File: src/rtl/alu_req_dispatch_pkg.sv
// rtl/alu_req_dispatch_pkg.sv - shared helpers for the ALU request dispatcher
package alu_dispatch_pkg;

    function automatic int pkts(input int num_threads, input int num_lanes);
        return num_threads / num_lanes;
    endfunction

    function automatic int pid_w(input int num_threads, input int num_lanes);
        return (pkts(num_threads, num_lanes) > 1) ? $clog2(pkts(num_threads, num_lanes)) : 1;
    endfunction

    // Batch-mask scans; an empty mask yields index 0.
    function automatic logic [31:0] first_set(input logic [31:0] mask);
        logic [31:0] idx;
        logic        found;
        idx   = '0;
        found = 1'b0;
        for (int i = 0; i < 32; i++) begin
            if (mask[i] && !found) begin
                idx   = 32'(i);
                found = 1'b1;
            end
        end
        return idx;
    endfunction

    function automatic logic [31:0] next_set(input logic [31:0] mask, input logic [31:0] cur);
        logic [31:0] idx;
        logic        found;
        idx   = cur;
        found = 1'b0;
        for (int i = 0; i < 32; i++) begin
            if (mask[i] && (32'(i) > cur) && !found) begin
                idx   = 32'(i);
                found = 1'b1;
            end
        end
        return idx;
    endfunction

    function automatic logic [31:0] last_set(input logic [31:0] mask);
        logic [31:0] idx;
        idx = '0;
        for (int i = 0; i < 32; i++) begin
            if (mask[i]) idx = 32'(i);
        end
        return idx;
    endfunction

endpackage

File: src/rtl/alu_req_fifo.sv
// rtl/alu_req_fifo.sv - synchronous FIFO with head read port
module alu_req_fifo #(
    parameter int DEPTH = 4,
    parameter int DATAW = 8
) (
    input  logic                     clk,
    input  logic                     reset,
    input  logic                     push,
    input  logic [DATAW-1:0]         push_data,
    input  logic                     pop,
    output logic [DATAW-1:0]         head_data,
    output logic                     full,
    output logic                     empty,
    output logic [$clog2(DEPTH):0]   count
);
    localparam int AW = $clog2(DEPTH);

    logic [DATAW-1:0] mem [DEPTH];
    logic [AW-1:0]    wr_ptr;
    logic [AW-1:0]    rd_ptr;
    logic [AW:0]      count_q;
    logic             do_push;
    logic             do_pop;

    assign full      = (count_q == (AW+1)'(DEPTH));
    assign empty     = (count_q == '0);
    assign count     = count_q;
    assign do_push   = push && !full;
    assign do_pop    = pop && !empty;
    assign head_data = mem[rd_ptr];

    always_ff @(posedge clk) begin
        if (do_push) mem[wr_ptr] <= push_data;
    end

    // DEPTH is a power of two, so pointers wrap naturally.
    always_ff @(posedge clk) begin
        if (reset) begin
            wr_ptr  <= '0;
            rd_ptr  <= '0;
            count_q <= '0;
        end else begin
            if (do_push) wr_ptr <= wr_ptr + 1'b1;
            if (do_pop)  rd_ptr <= rd_ptr + 1'b1;
            count_q <= count_q + (AW+1)'(do_push) - (AW+1)'(do_pop);
        end
    end

endmodule

File: src/rtl/alu_req_dispatch.sv
// rtl/alu_req_dispatch.sv - queues ALU requests and slices them into per-channel thread batches
module alu_req_dispatch
    import alu_dispatch_pkg::*;
#(
    parameter int NUM_THREADS = 4,
    parameter int NUM_LANES   = 2,
    parameter int NUM_ALUS    = 2,
    parameter int DEPTH       = 4,
    parameter int XLEN        = 32,
    parameter int META_W      = 64,
    parameter int WID_W       = 2,
    localparam int PID_W      = pid_w(NUM_THREADS, NUM_LANES)
) (
    input  logic                              clk,
    input  logic                              reset,
    input  logic                              req_valid,
    input  logic [WID_W-1:0]                  req_wid,
    input  logic [META_W-1:0]                 req_meta,
    input  logic [NUM_THREADS-1:0]            req_tmask,
    input  logic [NUM_THREADS*XLEN-1:0]       req_rs1_data,
    input  logic [NUM_THREADS*XLEN-1:0]       req_rs2_data,
    output logic                              req_ready,
    output logic [NUM_ALUS-1:0]               out_valid,
    output logic [NUM_ALUS*META_W-1:0]        out_meta,
    output logic [NUM_ALUS*NUM_LANES-1:0]     out_tmask,
    output logic [NUM_ALUS*NUM_LANES*XLEN-1:0] out_rs1_data,
    output logic [NUM_ALUS*NUM_LANES*XLEN-1:0] out_rs2_data,
    output logic [NUM_ALUS*PID_W-1:0]         out_pid,
    output logic [NUM_ALUS-1:0]               out_sop,
    output logic [NUM_ALUS-1:0]               out_eop,
    input  logic [NUM_ALUS-1:0]               out_ready
);
    localparam int NUM_PKTS = pkts(NUM_THREADS, NUM_LANES);
    localparam int CH_W     = (NUM_ALUS > 1) ? $clog2(NUM_ALUS) : 1;
    localparam int BATCH_W  = NUM_LANES * XLEN;

    typedef struct packed {
        logic [WID_W-1:0]            wid;
        logic [META_W-1:0]           meta;
        logic [NUM_THREADS-1:0]      tmask;
        logic [NUM_THREADS*XLEN-1:0] rs1;
        logic [NUM_THREADS*XLEN-1:0] rs2;
    } entry_t;

    typedef struct packed {
        logic [META_W-1:0]    meta;
        logic [NUM_LANES-1:0] tmask;
        logic [BATCH_W-1:0]   rs1;
        logic [BATCH_W-1:0]   rs2;
        logic [PID_W-1:0]     pid;
        logic                 sop;
        logic                 eop;
    } out_reg_t;

    entry_t              push_entry;
    entry_t              head;
    logic                fifo_full;
    logic                fifo_empty;
    logic [$clog2(DEPTH):0] fifo_count;
    logic                push;
    logic                pop;
    logic                issue;
    logic [CH_W-1:0]     ch;
    logic [31:0]         bp;
    logic [PID_W-1:0]    pid_q;
    logic                mid_q;
    logic [PID_W-1:0]    cur_pid;
    logic [PID_W-1:0]    pid_next;
    logic                is_eop;
    out_reg_t            nxt;
    out_reg_t            out_q [NUM_ALUS];
    logic [NUM_ALUS-1:0] out_valid_q;
    logic                unused_bits;

    assign push_entry  = {req_wid, req_meta, req_tmask, req_rs1_data, req_rs2_data};
    assign req_ready   = !fifo_full;
    assign push        = req_valid && req_ready;
    assign unused_bits = &{1'b0, fifo_count, head.wid};

    alu_req_fifo #(
        .DEPTH (DEPTH),
        .DATAW ($bits(entry_t))
    ) u_fifo (
        .clk       (clk),
        .reset     (reset),
        .push      (push),
        .push_data (push_entry),
        .pop       (pop),
        .head_data (head),
        .full      (fifo_full),
        .empty     (fifo_empty),
        .count     (fifo_count)
    );

    // mid_q marks a head whose first batch already went out; otherwise start at its first present batch.
    always_comb begin
        bp = '0;
        for (int i = 0; i < NUM_PKTS; i++) begin
            bp[i] = |head.tmask[i*NUM_LANES +: NUM_LANES];
        end
        ch       = (NUM_ALUS > 1) ? head.wid[CH_W-1:0] : '0;
        cur_pid  = mid_q ? pid_q : PID_W'(first_set(bp));
        pid_next = PID_W'(next_set(bp, 32'(cur_pid)));
        is_eop   = (bp == '0) || (32'(cur_pid) == last_set(bp));
        issue    = !fifo_empty && (!out_valid_q[ch] || out_ready[ch]);
        pop      = issue && is_eop;

        nxt.meta  = head.meta;
        nxt.tmask = head.tmask[cur_pid*NUM_LANES +: NUM_LANES];
        nxt.rs1   = head.rs1[cur_pid*BATCH_W +: BATCH_W];
        nxt.rs2   = head.rs2[cur_pid*BATCH_W +: BATCH_W];
        nxt.pid   = cur_pid;
        nxt.sop   = !mid_q;
        nxt.eop   = is_eop;
    end

    always_ff @(posedge clk) begin
        if (reset) begin
            pid_q <= '0;
            mid_q <= 1'b0;
        end else if (issue) begin
            mid_q <= !is_eop;
            pid_q <= is_eop ? '0 : pid_next;
        end
    end

    always_ff @(posedge clk) begin
        if (reset) begin
            out_valid_q <= '0;
        end else begin
            for (int c = 0; c < NUM_ALUS; c++) begin
                if (issue && (ch == CH_W'(c))) out_valid_q[c] <= 1'b1;
                else if (out_ready[c])          out_valid_q[c] <= 1'b0;
            end
        end
    end

    always_ff @(posedge clk) begin
        for (int c = 0; c < NUM_ALUS; c++) begin
            if (issue && (ch == CH_W'(c))) out_q[c] <= nxt;
        end
    end

    always_comb begin
        out_valid = out_valid_q;
        for (int c = 0; c < NUM_ALUS; c++) begin
            out_meta[c*META_W +: META_W]         = out_q[c].meta;
            out_tmask[c*NUM_LANES +: NUM_LANES]  = out_q[c].tmask;
            out_rs1_data[c*BATCH_W +: BATCH_W]   = out_q[c].rs1;
            out_rs2_data[c*BATCH_W +: BATCH_W]   = out_q[c].rs2;
            out_pid[c*PID_W +: PID_W]            = out_q[c].pid;
            out_sop[c]                           = out_q[c].sop;
            out_eop[c]                           = out_q[c].eop;
        end
    end

endmodule

File: config.mk
export PLATFORM = sky130hd
export DESIGN_NAME = alu_req_dispatch
export DESIGN_NICKNAME = d
export VERILOG_FILES = /design/src/rtl/alu_req_dispatch_pkg.sv /design/src/rtl/alu_req_fifo.sv /design/src/rtl/alu_req_dispatch.sv
export SDC_FILE = /design/constraint.sdc
export NUM_CORES = 2
export LEC_CHECK = 0
export CORE_MARGIN = 2
export CORE_UTILIZATION = 56
export DETAILED_ROUTE_END_ITERATION = 6
export PLACE_DENSITY = 0.86
export REMOVE_ABC_BUFFERS = 1
export SYNTH_ARGS = -nofsm -noshare
export SYNTH_HDL_FRONTEND = slang
export SYNTH_SLANG_ARGS = --single-unit
File: constraint.sdc
create_clock -name clk -period 23.1 [get_ports clk]
set_clock_uncertainty 0.05 [all_clocks]
set_input_delay 4.62 -clock clk [delete_from_list [all_inputs] [get_ports clk]]
set_output_delay 4.62 -clock clk [all_outputs]
set_load 0.02 [all_outputs]
-- After elaboration in Yosys (flattened, before gate mapping)
Memory sizes are Yosys's and may differ from the RTL's. A register that Yosys moved wholly into a read port is not among the register bits.
Cells that the tools add are included.
- register bits after elaboration: 11
- latch bits: 0
- RAM bits: 1698
- ROM bits: 0
- input port bits: 331
- output and inout bits: 397
- word-level logic and storage cells: 70
- memories: 2
- memories (memory ; depth ; width ; read ports ; clocked after memory_dff ; write ports ; line ; source):
    u_fifo.mem ; 4 ; 326 ; 1 ; 1 ; 1 ; alu_req_fifo.sv:18 ; logic [DATAW-1:0] mem [DEPTH];
    out_q ; 2 ; 197 ; 2 ; 0 ; 1 ; alu_req_dispatch.sv:71 ; out_reg_t out_q [NUM_ALUS];
- add/subtract/negate cells: 4
- $mul: 0
- div/mod/pow operators: 0
- magnitude comparators: 2
- equality and inequality tests: 2
- shift-type cells: 3
- mux-type cells: 25
- bitwise operators: 1
- reduce and logical (&&, ||, !) cells: 24
- operators by type and width (cell ; count):
    $shiftx A128 B8 Y64 ; 2
    $mux W197 ; 1
    $reduce_or A197 Y1 ; 1
    $eq A1 B32 Y1 ; 1
    $mux W1 ; 22
    $logic_and A1 B1 Y1 ; 9
    $logic_not A1 Y1 ; 6
    $add A2 B1 Y2 const B ; 2
    $mux W2 ; 2
    $reduce_bool A2 Y1 ; 2
    $reduce_or A2 Y1 ; 2
    $shiftx A4 B3 Y2 ; 1
    $add A3 B1 Y3 ; 1
    $eq A3 B3 Y1 const B ; 1
    $logic_not A3 Y1 ; 1
    $sub A3 B1 Y3 ; 1
    $logic_not A2 Y1 ; 1
    $logic_or A1 B1 Y1 ; 2
    $lt A1 B2 Y1 const B ; 1
    $gt A1 B1 Y1 const A ; 1
    $not A1 Y1 ; 1

-- Logic depth before layout (Yosys ltp)
- depth after elaboration: 12
- mapped depth: 19
- depth with buffers taken out: 15

-- Hierarchy
A second synthesis with hierarchy kept.
- cells, all modules: 2336
- area, all modules: 61132.4 um2
- modules (own cells, without submodules) (module ; instances ; cells an instance ; area an instance (um2) ; sequential area each (um2)):
    alu_req_fifo ; 1 ; 1753 ; 47413.0 ; 39337.7
    alu_req_dispatch ; 1 ; 583 ; 13719.4 ; 11911.4

-- Least setup slack after synthesis
OpenSTA, ideal clock, no wires.
- kind: in2reg
- start point: input port out_ready[0]
- end point: memory out_q[0][0] (netlist bit), enable pin
- library setup time: 0.998 ns
- arrival: 17.977 ns
- data required time: 22.052 ns
- slack: 4.076 ns
- stages on the path: 2
- buffers on the path: 0
- cells stage by stage: nor2b_1 -> nor3_1
- cells in the longest elaborated chain, start to end: 9
- elaborated cells between the ends (all ways): 13
- classes of those cells: mux (8); reduce/logical (5)
- ends and longest elaborated chain (item ; line ; source):
    start, declared ; alu_req_dispatch.sv:31 ; input logic [NUM_ALUS-1:0] out_ready
    $mux W1 (implied by the code) * (2 in a row) ; alu_req_dispatch.sv:105 ; issue = !fifo_empty && (!out_valid_q[ch] || out_ready[ch]);
    $logic_or A1 B1 Y1 * ; alu_req_dispatch.sv:105 ;
    $logic_and A1 B1 Y1 * ; alu_req_dispatch.sv:105 ;
    $logic_and A1 B1 Y1 ; alu_req_dispatch.sv:140 ; if (issue && (ch == CH_W'(c))) out_q[c] <= nxt;
    $mux W1 ; alu_req_dispatch.sv:140 ;
    $mux W1 (implied by the code) ; alu_req_dispatch.sv:140 ;
    $reduce_or A197 Y1 (no line) ; - ;
    $mux W1 (no line) ; - ;
    end, declared ; alu_req_dispatch.sv:71 ;
Mark *: on every way between the ends. The rest lies on a longest branch, timed or not. The select of a mux whose other input is x is not followed.

-- Worst setup path after layout
- start point: input port req_valid
- end point: memory u_fifo.mem[2][236] (netlist bit), enable pin
- cells in the longest elaborated chain, start to end: 4
- ends and longest elaborated chain (item ; line ; source):
    start, declared ; alu_req_dispatch.sv:16 ; input logic req_valid,
    $logic_and A1 B1 Y1 ; alu_req_dispatch.sv:77 ; assign push = req_valid && req_ready;
    $logic_and A1 B1 Y1 ; alu_req_fifo.sv:28 ; assign do_push = push && !full;
    $mux W1 ; alu_req_fifo.sv:33 ; if (do_push) mem[wr_ptr] <= push_data;
    $mux W1 (implied by the code) ; alu_req_fifo.sv:33 ;
    end, declared ; alu_req_fifo.sv:18 ;
Every way passes these cells.

==> results.txt <==
----------------------------------------------------
[Pwr]
  Maximum vdd drop ... 0.1138 mV
  Sw Ratio ... 0.3200
  Share of power burned in the clock network ... 0.264
  Logic gate share of total power ... 0.297
  Static Leak ... 25.63 nW
  Internal power consumption ... 0.006849 W
  Switching component of the power ... 0.003223 W
  Power density relative to cell area ... between 100 and 150 nW/um^2
  Sequential cell fraction of total power ... 0.440

[Synth]
  Netlist area before placement ... 66840 sq um
  Dominant synthesized flop cell ... edfxtp_1
  Mean cell area of the mapped netlist ... roughly 18 sq um
  Warnings from Yosys ... 0
  Count of flip-flops with a built-in enable after synthesis ... 1694
  Number of library cell types mapped by synthesis ... 40
  Number of flip-flops and latches in the synthesized netlist ... 1707
  Proportion of synthesized chip area in sequential cells ... 0.7649
  Async set or reset register ratio after synthesis ... 0
  Post-synthesis instance total ... around 3800

[CTS]
  Maximum level of the CTS H-tree ... 4
  Clock latency of the later-clocked register in the worst-skew pair ... 0.80 ns
  Number of clock sinks ... 1707
  Number of setup buffers added after CTS ... 0
  Buffers from clock root to sink, at most ... 3
  Hold-fix buffer count after cts ... 0
  Clock Tree Root ... clkbuf_16
  TritonCTS clock tree ... built
  Clock edge transition at the registers on the reported setup and hold paths ... roughly 0.060 ns
  CTS resizes ... 0
  Total CTS buffers ... 164

[Global route]
  Largest net degree at the start of global routing ... 136
  First-pass GRT wire length ... 248800 um
  Number of antenna violations at the first check in global routing ... 64
  Vias in the first global route ... roughly 40000
  Overall global routing resource usage ... 0.2712
  Total gr overflow ... 0

[Die]
  Number of primary I/O pins ... 728
  Initial standard-cell utilization of the core ... 0.5653
  Placeable core area ... 118200 sq um
  Std cell rows ... 126
  Area of the die ... 122100 sq um
  Die boundary height ... 349.5 um
  Die X-Extent ... ~350 um

[STA]
  Final worst-path cycle share ... 0.3577
  Worst hold-check slack ... approximately 0.45 ns
  Total count of hold-check failures in the final report ... 0
  Fmax ... 121.0 MHz
  Least-Margin Pin Slew ... 1.194 ns
  Number of endpoints failing setup at the final stage ... 0
  Minimum clock period ... ~8.3 ns
  Final Slew Violations ... 0
  Unrepaired setup endpoints after global routing ... false
  Worst slew margin relative to its limit ... 0.2038

[Detailed routing]
  Number of nets with antenna violations after routing ... 0
  Iteration-0 DRC count of the detailed router ... 4087
  First-pass iteration count of the detailed router ... 6
  # DRC ... 0
  Number of vias per cell ... 6.382
  Sum of routed wire length over all layers ... between 150000 and 200000 um
  Final routed wire length divided by cell count ... approximately 28 um
  Number of vias after detailed routing ... 39533

[Setup path]
  Kind of start point of the critical path ... primary input
  Crit path capture type ... flip-flop
  Arrival time reported for the critical path endpoint ... about 8.6 ns
  Endpoint required time on the critical path ... 23.44 ns
  Path type of the worst setup path ... primary input to flip-flop
  Max FO, Critical Path ... 61

[Place]
  Number of input and output port buffers inserted ... 726
  Post-detailed-placement half-perimeter wirelength ... approximately 94000 um
  Instance area at placement ... 75470 sq um
  GP Congestion ... just under 0.8
  Total placed cells including tap cells ... slightly below 6000

[Cells and area]
  Core Util, Final ... 0.6841
  Post-route standard cell area excluding fillers ... 80890 sq um
  Non-filler cells in the finished layout ... between 6000 and 7000
  NumNets Final ... 4809
  Share of final-layout standard cells stronger than drive strength 1 ... 0.1043
  Leading cell types in the layout, fill and taps excluded ... edfxtp_1 (1694), clkdlybuf4s50_1 (726), mux2i_1 (514)
  Relative area change from synthesis to final layout ... 21.01%
  Commonest non-fill, non-tap cell in the layout ... edfxtp_1

[Run]
  Maximum capacitance violations ... 0

[Run status]
  Status ... complete, no violations

[Worst hold path]
  Type of the worst min-delay path ... flip-flop to flip-flop

----------------------------------------------------
registers in the layout, indices dropped and copies added, names as in the netlist, named ones only:
signal / flops
u_fifo.count: 3
pid_q: 1
u_fifo.wr_ptr: 2
u_fifo.mem: 1300
mid_q: 1
out_q: 394
out_valid: 2
u_fifo.rd_ptr: 2
final timing paths:
path                      from                  to  slack (ns)  depth (start not counted)
hold / removal    out_valid[1]        out_valid[1]        0.45                          2
setup reg to reg     flip-flop       out_q[0][219]       16.24                          9
setup / recovery     req_valid  u_fifo.mem[2][236]       14.84                          5
hold reg to reg   out_valid[1]        out_valid[1]        0.45                          2
stage by stage:
| step | total power (W) | setup slack (ns) | setup TNS, ns |
|---|---|---|---|
| 4_1_cts | 0.01008 | 14.94 | 0 |
| 6_report | 0.01007 | 14.84 | 0 |
| 5_1_grt | 0.01039 | 14.75 | 0 |
| 2_1_floorplan | 0.006875 | -12.23 | -6429.80 |
| 3_5_place_dp | 0.007385 | 14.12 | 0 |
| 3_3_place_gp | 0.007259 | 14.10 | 0 |
power by group through the flow:
stage               clock (W)  combinational, W  sequential, W
finish                0.00266           0.00299        0.00443
global route          0.00279           0.00312        0.00447
CTS                   0.00268           0.00297        0.00443
detailed placement          0           0.00291        0.00447
global placement            0           0.00283        0.00443
floorplan                   0           0.00170        0.00518
cell type report:
cell class | instances | area (sq um)
Sequential cell | 1707 | 51140
Multi-Input combinational cell | 1796 | 14570
Clock buffer | 206 | 4325
Timing Repair Buffer | 788 | 7782
Inverter | 13 | 56.30
Fill cell | 6913 | 37350
Clock inverter | 91 | 949.7
Antenna cell | 57 | 142.6
Tap cell | 1536 | 1922
cells in the mapped netlist (all sizes together), types with 3 or more instances:
cell type | count | area [sq um]
edfxtp | 1694 | 50870
mux2i | 514 | 5145
nand2 | 260 | 975.9
o22ai | 256 | 1602
clkbuf | 152 | 570.6
nor2 | 138 | 518.0
o21ai | 129 | 645.6
and2 | 128 | 800.8
a221oi | 127 | 1744
a41oi | 127 | 1112
buf | 108 | 603.1
mux4 | 69 | 1554
dfxtp | 13 | 260.3
inv | 13 | 48.80
ha | 7 | 87.58
nand3 | 5 | 25.02
xnor2 | 5 | 43.79
and3 | 4 | 25.02
nor2b | 4 | 25.02
nor3 | 4 | 25.02
a21oi | 3 | 15.01
routing by layer:
layer | wire (um) | vias up | part of all wire | track usage
met5 | 230 | - | 0.0013 | 0
met4 | 6187 | 36 | 0.036 | 0.1270
met3 | 17630 | 401 | 0.10 | 0.07383
met2 | 86620 | 2541 | 0.51 | 0.4542
met1 | 59930 | 19879 | 0.35 | 0.3286
li1 | - | 16676 | - | -
cell families after synthesis:
family                   after synthesis  synth area share
AO/OA/AOI/OAI                        648           0.07737
flip-flops                          1707            0.7649
buffers and inverters                273           0.01829
adder cells (fa/ha/maj)                8          0.001610
multiplexers                         584            0.1004
AND/OR/NAND/NOR                      551           0.03675
XOR/XNOR                               5         0.0006551
worst max-delay path, cell delays in order:
cell,delay (ns)
clkdlybuf4s50_1,0.58
and3_4,0.63
buf_4,0.89
buf_4,0.88
buf_4,0.82
Note: power is estimated with default switching activity, not from simulation.
